File: src/rtl/ddr_rd_frame_fetch_pkg.sv
// Shared DDR read-path parameters and the frame fetch state type.
// Pulled in by the frame fetcher and its word unpacker.
package ddr_rd_frame_fetch_pkg;

    localparam int CTRL_ADDR_WIDTH   = 28;
    localparam int MEM_DQ_WIDTH      = 32;
    localparam int WORD_WIDTH        = MEM_DQ_WIDTH * 8;
    localparam int PIX_WIDTH         = 16;
    localparam int PIX_PER_WORD      = 16;
    localparam int PIX_CNT_WIDTH     = $clog2(PIX_PER_WORD + 1);
    localparam int FRAME_WORDS_WIDTH = 20;

    typedef enum logic [1:0] {
        ST_IDLE,
        ST_REQ,
        ST_WAIT,
        ST_OUT
    } fetch_state_e;

endpackage

File: src/rtl/ddr_rd_frame_fetch_word_unpack.sv
// Splits one 256-bit DDR word into sixteen RGB565 pixels, LSB pixel first,
// presented on a valid/ready stream.
module ddr_word_unpack
    import ddr_rd_frame_fetch_pkg::*;
(
    input  logic                  clk_100M,
    input  logic                  rstn,
    input  logic                  load_i,
    input  logic [WORD_WIDTH-1:0] word_i,
    input  logic                  pixReady_i,
    output logic [PIX_WIDTH-1:0]  pixData_o,
    output logic                  pixValid_o,
    output logic                  wordDone_o
);

    logic [WORD_WIDTH-1:0]    shiftReg_q;
    logic [PIX_CNT_WIDTH-1:0] pixCnt_q;
    logic                     pixValid_q;
    logic                     handshake;

    assign handshake  = pixValid_q & pixReady_i;
    assign wordDone_o = handshake && (pixCnt_q == PIX_CNT_WIDTH'(1));
    assign pixData_o  = shiftReg_q[PIX_WIDTH-1:0];
    assign pixValid_o = pixValid_q;

    // The low pixel of the shift register is the one on offer, so the data
    // holds by construction while the consumer stalls.
    always_ff @(posedge clk_100M) begin
        if (!rstn) begin
            shiftReg_q <= '0;
            pixCnt_q   <= '0;
            pixValid_q <= 1'b0;
        end else if (load_i) begin
            shiftReg_q <= word_i;
            pixCnt_q   <= PIX_CNT_WIDTH'(PIX_PER_WORD);
            pixValid_q <= 1'b1;
        end else if (handshake) begin
            shiftReg_q <= shiftReg_q >> PIX_WIDTH;
            pixCnt_q   <= pixCnt_q - PIX_CNT_WIDTH'(1);
            if (pixCnt_q == PIX_CNT_WIDTH'(1)) begin
                pixValid_q <= 1'b0;
            end
        end
    end

endmodule

File: src/rtl/ddr_rd_frame_fetch.sv
// Fetches a frame from DDR one single-beat word at a time and streams it out
// as RGB565 pixels; aborts a word read that never returns data.
module ddr_rd_frame_fetch
    import ddr_rd_frame_fetch_pkg::*;
#(
    parameter int ADDR_STEP = 8,
    parameter int TIMEOUT   = 1023
) (
    input  logic                         clk_100M,
    input  logic                         rstn,
    input  logic                         init_done,
    input  logic                         frame_start,
    input  logic [CTRL_ADDR_WIDTH-1:0]   base_addr,
    input  logic [FRAME_WORDS_WIDTH-1:0] frame_words,
    output logic                         rd_req,
    output logic [CTRL_ADDR_WIDTH-1:0]   rd_addr,
    output logic [3:0]                   arlen,
    input  logic                         rd_busy,
    input  logic [WORD_WIDTH-1:0]        rd_data,
    input  logic                         rdata_valid,
    output logic [PIX_WIDTH-1:0]         pix_data,
    output logic                         pix_valid,
    input  logic                         pix_ready,
    output logic                         frame_busy,
    output logic                         frame_done,
    output logic                         timeout_err
);

    localparam int TMO_WIDTH = $clog2(TIMEOUT + 2);
    localparam logic [TMO_WIDTH-1:0]       TMO_LIMIT = TMO_WIDTH'(TIMEOUT);
    localparam logic [CTRL_ADDR_WIDTH-1:0] STEP      = CTRL_ADDR_WIDTH'(ADDR_STEP);

    fetch_state_e                 state_q;
    logic [CTRL_ADDR_WIDTH-1:0]   curAddr_q;
    logic [FRAME_WORDS_WIDTH-1:0] frameWords_q;
    logic [FRAME_WORDS_WIDTH-1:0] wordCnt_q;
    logic [TMO_WIDTH-1:0]         tmoCnt_q;
    logic                         rdReq_q;
    logic [CTRL_ADDR_WIDTH-1:0]   rdAddr_q;
    logic                         frameBusy_q;
    logic                         frameDone_q;
    logic                         timeoutErr_q;
    logic                         rdValidPrev_q;

    logic                         startOk;
    logic                         validRise;
    logic                         unpackLoad;
    logic                         wordDone;
    logic [CTRL_ADDR_WIDTH-1:0]   nextAddr;
    logic [FRAME_WORDS_WIDTH-1:0] wordCntInc;

    assign startOk    = frame_start && init_done && (frame_words != '0);
    assign validRise  = rdata_valid && !rdValidPrev_q;
    assign unpackLoad = (state_q == ST_WAIT) && validRise;
    assign nextAddr   = curAddr_q + STEP;
    assign wordCntInc = wordCnt_q + FRAME_WORDS_WIDTH'(1);

    assign rd_req      = rdReq_q;
    assign rd_addr     = rdAddr_q;
    assign arlen       = 4'd0;
    assign frame_busy  = frameBusy_q;
    assign frame_done  = frameDone_q;
    assign timeout_err = timeoutErr_q;

    ddr_word_unpack u_unpack (
        .clk_100M   (clk_100M),
        .rstn       (rstn),
        .load_i     (unpackLoad),
        .word_i     (rd_data),
        .pixReady_i (pix_ready),
        .pixData_o  (pix_data),
        .pixValid_o (pix_valid),
        .wordDone_o (wordDone)
    );

    // Entering REQ issues the request straight away when the controller is
    // free, which gives the one-cycle start-to-request latency.
    always_ff @(posedge clk_100M) begin
        if (!rstn) begin
            state_q       <= ST_IDLE;
            curAddr_q     <= '0;
            frameWords_q  <= '0;
            wordCnt_q     <= '0;
            tmoCnt_q      <= '0;
            rdReq_q       <= 1'b0;
            rdAddr_q      <= '0;
            frameBusy_q   <= 1'b0;
            frameDone_q   <= 1'b0;
            timeoutErr_q  <= 1'b0;
            rdValidPrev_q <= 1'b0;
        end else begin
            rdValidPrev_q <= rdata_valid;
            frameDone_q   <= 1'b0;
            case (state_q)
                ST_IDLE: begin
                    if (startOk) begin
                        curAddr_q    <= base_addr;
                        frameWords_q <= frame_words;
                        wordCnt_q    <= '0;
                        timeoutErr_q <= 1'b0;
                        frameBusy_q  <= 1'b1;
                        rdAddr_q     <= base_addr;
                        rdReq_q      <= !rd_busy;
                        state_q      <= ST_REQ;
                    end
                end
                ST_REQ: begin
                    if (rdReq_q) begin
                        rdReq_q  <= 1'b0;
                        tmoCnt_q <= '0;
                        state_q  <= ST_WAIT;
                    end else if (!rd_busy) begin
                        rdReq_q  <= 1'b1;
                        rdAddr_q <= curAddr_q;
                    end
                end
                // Only a fresh rising edge means new data; a level left high
                // from the previous word must not be mistaken for a reply.
                ST_WAIT: begin
                    if (validRise) begin
                        state_q <= ST_OUT;
                    end else if (tmoCnt_q > TMO_LIMIT) begin
                        timeoutErr_q <= 1'b1;
                        frameBusy_q  <= 1'b0;
                        state_q      <= ST_IDLE;
                    end else begin
                        tmoCnt_q <= tmoCnt_q + TMO_WIDTH'(1);
                    end
                end
                ST_OUT: begin
                    if (wordDone) begin
                        wordCnt_q <= wordCntInc;
                        if (wordCntInc == frameWords_q) begin
                            frameDone_q <= 1'b1;
                            frameBusy_q <= 1'b0;
                            state_q     <= ST_IDLE;
                        end else begin
                            curAddr_q <= nextAddr;
                            rdAddr_q  <= nextAddr;
                            rdReq_q   <= !rd_busy;
                            state_q   <= ST_REQ;
                        end
                    end
                end
                default: begin
                    state_q <= ST_IDLE;
                end
            endcase
        end
    end

endmodule
File: config.mk
export PLATFORM = sky130hd
export DESIGN_NAME = ddr_rd_frame_fetch
export DESIGN_NICKNAME = d
export VERILOG_FILES = /design/src/rtl/ddr_rd_frame_fetch_pkg.sv /design/src/rtl/ddr_rd_frame_fetch_word_unpack.sv /design/src/rtl/ddr_rd_frame_fetch.sv
export SDC_FILE = /design/constraint.sdc
export NUM_CORES = 1
export LEC_CHECK = 0
export ABC_AREA = 1
export ABC_CLOCK_PERIOD_IN_PS = 2040
export CAP_MARGIN = 15
export CELL_PAD_IN_SITES_DETAIL_PLACEMENT = 0
export CELL_PAD_IN_SITES_GLOBAL_PLACEMENT = 2
export CORE_ASPECT_RATIO = 1.75
export CORE_MARGIN = 3
export CORE_UTILIZATION = 25
export CTS_BUF_LIST = sky130_fd_sc_hd__clkbuf_16
export DETAILED_ROUTE_END_ITERATION = 12
export PLACE_DENSITY = 0.77
export SLEW_MARGIN = 20
export SYNTH_ARGS = -nofsm -noshare
export SYNTH_HDL_FRONTEND = slang
export SYNTH_SLANG_ARGS = --single-unit
File: constraint.sdc
create_clock -name clk_100M -period 2.04 [get_ports clk_100M]
set_clock_uncertainty 0.05 [all_clocks]
set_input_delay 0.51 -clock clk_100M [delete_from_list [all_inputs] [get_ports clk_100M]]
set_output_delay 0.51 -clock clk_100M [all_outputs]
set_load 0.05 [all_outputs]
==> results.rst <==
.. list-table::
   :header-rows: 1

   * - Metric
     - Value
   * - Average wire per standard cell
     - 18.8 um
   * - Maximum buffer depth of the clock tree
     - 3
   * - Maximum vdd ir drop
     - 0.514 mV
   * - Placed cell count
     - 3,953
   * - Final instance count without filler cells
     - 4,081
   * - Cell with the most instances after synthesis
     - sky130_fd_sc_hd__nand2_1
   * - GRT overflow
     - 0
   * - Sequential fraction of the synthesis area
     - 42.0%
   * - End-of-flow core utilization
     - 37.5%
   * - Ranking of synthesized cells by area
     - sky130_fd_sc_hd__dfxtp_1 (42%), sky130_fd_sc_hd__nand2_1 (16%), sky130_fd_sc_hd__a31oi_1 (7.4%), sky130_fd_sc_hd__nand3_1 (7.3%), sky130_fd_sc_hd__o21ai_0 (4.3%)
   * - Final-layout setup total negative slack
     - -23.61 ns
   * - Growth of design area from synthesis to finish
     - 48.4%
   * - Kind of launch point of the worst setup path
     - register
   * - Ys Warns
     - 0
   * - Number of antenna-violating nets in the routed design
     - 0
   * - Die Y-Extent
     - 360 um
   * - Run status
     - finished with violations
   * - Final number of hold-violating endpoints
     - 0
   * - Layout cell share with drive strength beyond 1
     - 17.7%
   * - Clock input transition at the sequential cells of the worst setup and hold paths
     - 0.06 ns
   * - Pin count of the biggest net entering global routing
     - 123
   * - Number of rows created at floorplan
     - 129
   * - # H-tree levels
     - 2
   * - Avg Inst Size Synth
     - 6.83 um^2
   * - Clock Tree Root
     - sky130_fd_sc_hd__clkbuf_16
   * - Unrepaired setup endpoints after global routing
     - yes
   * - Vias per cell
     - 4.84
   * - Detailed placer's ending HPWL
     - 53,100 um
   * - Top-level port count
     - 364
   * - Number of global-route vias before repair
     - 19,600
   * - Total vias in the final route
     - 19,700
   * - TritonCTS Buffers
     - 42
   * - Initial DRT Pass Iterations
     - 8
   * - Crit share post-route
     - 122%
   * - Critical path type
     - register to register
   * - DRC
     - 0
   * - Initial antenna violation count
     - 3
   * - Post-synthesis register bit count
     - 376
   * - Type of the tightest min-delay check
     - input port to register
   * - Slew Limit Fails
     - 0
   * - All-layer global routing usage
     - 18.8%
   * - Main flop type after synthesis
     - sky130_fd_sc_hd__dfxtp_1
   * - Global-route wire length before repair
     - 112,000 um
   * - Crit-path max FO
     - 14
   * - Routability congestion estimate
     - 0.876
   * - Headroom to the max-slew limit
     - 52.1%
   * - Pwr per Cell Area
     - 1070 nW/um^2
   * - Count of endpoints failing setup in the final report
     - 58
   * - Number of distinct library cell variants in the gate-level netlist after synthesis
     - 41
   * - Maximum capacitance violations
     - 0
   * - Number of flops mapped to enable cells by yosys
     - 0
   * - CP Capture Type
     - register
   * - Post-synth top area cell
     - sky130_fd_sc_hd__dfxtp_1
   * - Top post-synthesis cells by count
     - sky130_fd_sc_hd__nand2_1 (773), sky130_fd_sc_hd__dfxtp_1 (376), sky130_fd_sc_hd__nand3_1 (263)
   * - Area of the placeable core
     - 70,900 um^2
   * - Final routed wirelength across all metal layers
     - 76,600 um
   * - IO buf count
     - 359
   * - Total power draw
     - 28,300 uW
   * - Arrival time reported for the critical path endpoint
     - 2.90 ns
   * - Slack of the critical path
     - -0.449 ns
   * - Required time of the critical path
     - 2.45 ns
   * - TritonCTS clock tree
     - built
   * - Static Leak
     - 0.0100 uW
   * - Violations in the final reports
     - setup timing
   * - Area of the die
     - 75,000 um^2
   * - Starting DRT DRC Count
     - 1,173
   * - Number of instances in the synthesized netlist
     - 2,624
   * - Total Nets Final
     - 3,455
   * - Cell area after synthesis
     - 17,900 um^2
   * - Initial cell density of the core
     - 25.3%
   * - Horizontal die dimension
     - 208 um
   * - Transition time of the tightest slew-check pin
     - 0.716 ns
   * - Worst-skew pair later-pin latency
     - 0.57 ns
   * - Shortest period the worst path allows
     - 2.49 ns
   * - # clock sinks
     - 376
   * - Share of synthesized flip-flops with an asynchronous set or reset
     - 0%
   * - Max frequency
     - 0.402 GHz
   * - Area fraction of the dominant cell type after synthesis
     - 42.0%
==> metal layers <==
metal | GRT usage, % | wire length [um] | vias to the layer above
li1 | - | - | 9784
met1 | 22.3 | 30800 | 9201
met2 | 34.1 | 39100 | 658
met3 | 3.10 | 4090 | 104
met4 | 6.23 | 2620 | 0
met5 | 0 | 0 | -
==> path summary, 6_finish.rpt <==
| kind | start | to | slack (ns) | cells after the start |
|---|---|---|---|---|
| max reg2reg | wordCnt_q[0] | curAddr_q[19] | -0.45 | 19 |
| min | frame_words[13] | frameWords_q[13] | 0.37 | 4 |
| max | wordCnt_q[0] | curAddr_q[19] | -0.45 | 19 |
| min reg2reg | u_unpack.shiftReg_q[252] | u_unpack.shiftReg_q[252] | 0.41 | 2 |
==> layout make-up <==
type / instances / area [um^2]
Antenna cell: 3 / 7.51
Clock buffer: 45 / 1130
Clock inverter: 25 / 163
Fill cell: 7399 / 44300
Inverter: 170 / 689
Multi-Input combinational cell: 1884 / 9290
Sequential cell: 376 / 7550
Tap cell: 917 / 1150
Timing Repair Buffer: 659 / 6590
Timing Repair inverter: 2 / 27.5
==> flip-flops by register name, indices dropped and copies added (netlist names), 2 cells and up <==
signal	cells
state_q	2
curAddr_q	28
rd_addr	28
frameWords_q	20
u_unpack.pixCnt_q	5
u_unpack.shiftReg_q	256
wordCnt_q	20
tmoCnt_q	11
==> report_power, final <==
group | total (uW) | switching (uW) | internal (uW)
clock | 7390 | 3200 | 4190
combinational | 11700 | 6680 | 5020
sequential | 9220 | 813 | 8410
==> kinds of logic after synthesis <==
family	after synthesis	share of synthesized area [%]
simple gates	1329	31.7
other cells	1	0.0209
buf+inv	367	8.51
flops	376	42.0
compound gates	542	17.1
fa+ha+maj	9	0.629
==> worst max-delay path, stage by stage (launching register included) <==
cell and delay (ns):
sky130_fd_sc_hd__dfxtp_4 0.36, sky130_fd_sc_hd__ha_4 0.18, sky130_fd_sc_hd__nand2_4 0.08, sky130_fd_sc_hd__nor2_4 0.04, sky130_fd_sc_hd__buf_12 0.13, sky130_fd_sc_hd__nand2_4 0.11
sky130_fd_sc_hd__nand2_4 0.06, sky130_fd_sc_hd__nand2_1 0.09, sky130_fd_sc_hd__nand2_1 0.07, sky130_fd_sc_hd__nand2_2 0.09, sky130_fd_sc_hd__nand2_1 0.07, sky130_fd_sc_hd__nor2_2 0.11
sky130_fd_sc_hd__nand3_2 0.11, sky130_fd_sc_hd__nor2_4 0.13, sky130_fd_sc_hd__nand3_4 0.17, sky130_fd_sc_hd__nand2_8 0.16, sky130_fd_sc_hd__buf_12 0.17, sky130_fd_sc_hd__inv_12 0.08
sky130_fd_sc_hd__nor2_2 0.08, sky130_fd_sc_hd__nor2_1 0.05
==> metrics by stage <==
step | worst slack [ns] | hold slack (ns) | instance area, um^2
after floorplan | -0.0968 | 0.382 | 18000
after global placement | -1.21 | 0.400 | 23900
after detailed placement | -1.18 | 0.406 | 23900
after CTS | -0.401 | 0.359 | 25800
after global routing | -0.597 | 0.359 | 26600
final | -0.449 | 0.370 | 26600
==> cell usage in the layout (no fill, tap or decap), types with 5 or more instances in the layout <==
master and n:
sky130_fd_sc_hd__buf_16 11, sky130_fd_sc_hd__o21ai_1 33, sky130_fd_sc_hd__nand3_2 17, sky130_fd_sc_hd__nand2_1 739, sky130_fd_sc_hd__or2_2 6, sky130_fd_sc_hd__dlygate4sd2_1 11, sky130_fd_sc_hd__inv_8 5, sky130_fd_sc_hd__clkdlybuf4s50_1 292
sky130_fd_sc_hd__a31oi_1 211, sky130_fd_sc_hd__o211ai_1 5, sky130_fd_sc_hd__inv_2 9, sky130_fd_sc_hd__clkbuf_16 56, sky130_fd_sc_hd__nor2_1 168, sky130_fd_sc_hd__a221oi_1 5, sky130_fd_sc_hd__buf_4 281, sky130_fd_sc_hd__ha_1 7
sky130_fd_sc_hd__a21oi_1 126, sky130_fd_sc_hd__clkinv_1 13, sky130_fd_sc_hd__nor3_1 15, sky130_fd_sc_hd__buf_6 14, sky130_fd_sc_hd__dfxtp_1 367, sky130_fd_sc_hd__o221ai_1 5, sky130_fd_sc_hd__o21ai_0 136, sky130_fd_sc_hd__inv_1 158
sky130_fd_sc_hd__nand2_4 9, sky130_fd_sc_hd__dfxtp_2 6, sky130_fd_sc_hd__dlymetal6s2s_1 7, sky130_fd_sc_hd__nand2_2 34, sky130_fd_sc_hd__a22oi_1 7, sky130_fd_sc_hd__nand4_1 26, sky130_fd_sc_hd__nor2_2 28, sky130_fd_sc_hd__nand3_1 249
sky130_fd_sc_hd__nor2_4 12, sky130_fd_sc_hd__buf_12 28
==> repair_timing <==
action / in CTS / in global routing
pin swaps: 19 / 42
cloned: 7 / 13
endpoints found under the setup margin: 110 / 304
resized for setup: 77 / 111
buffers inserted: 21 / 14
hold buffers: 0 / 0
Note: power is estimated with default switching activity, not from simulation.
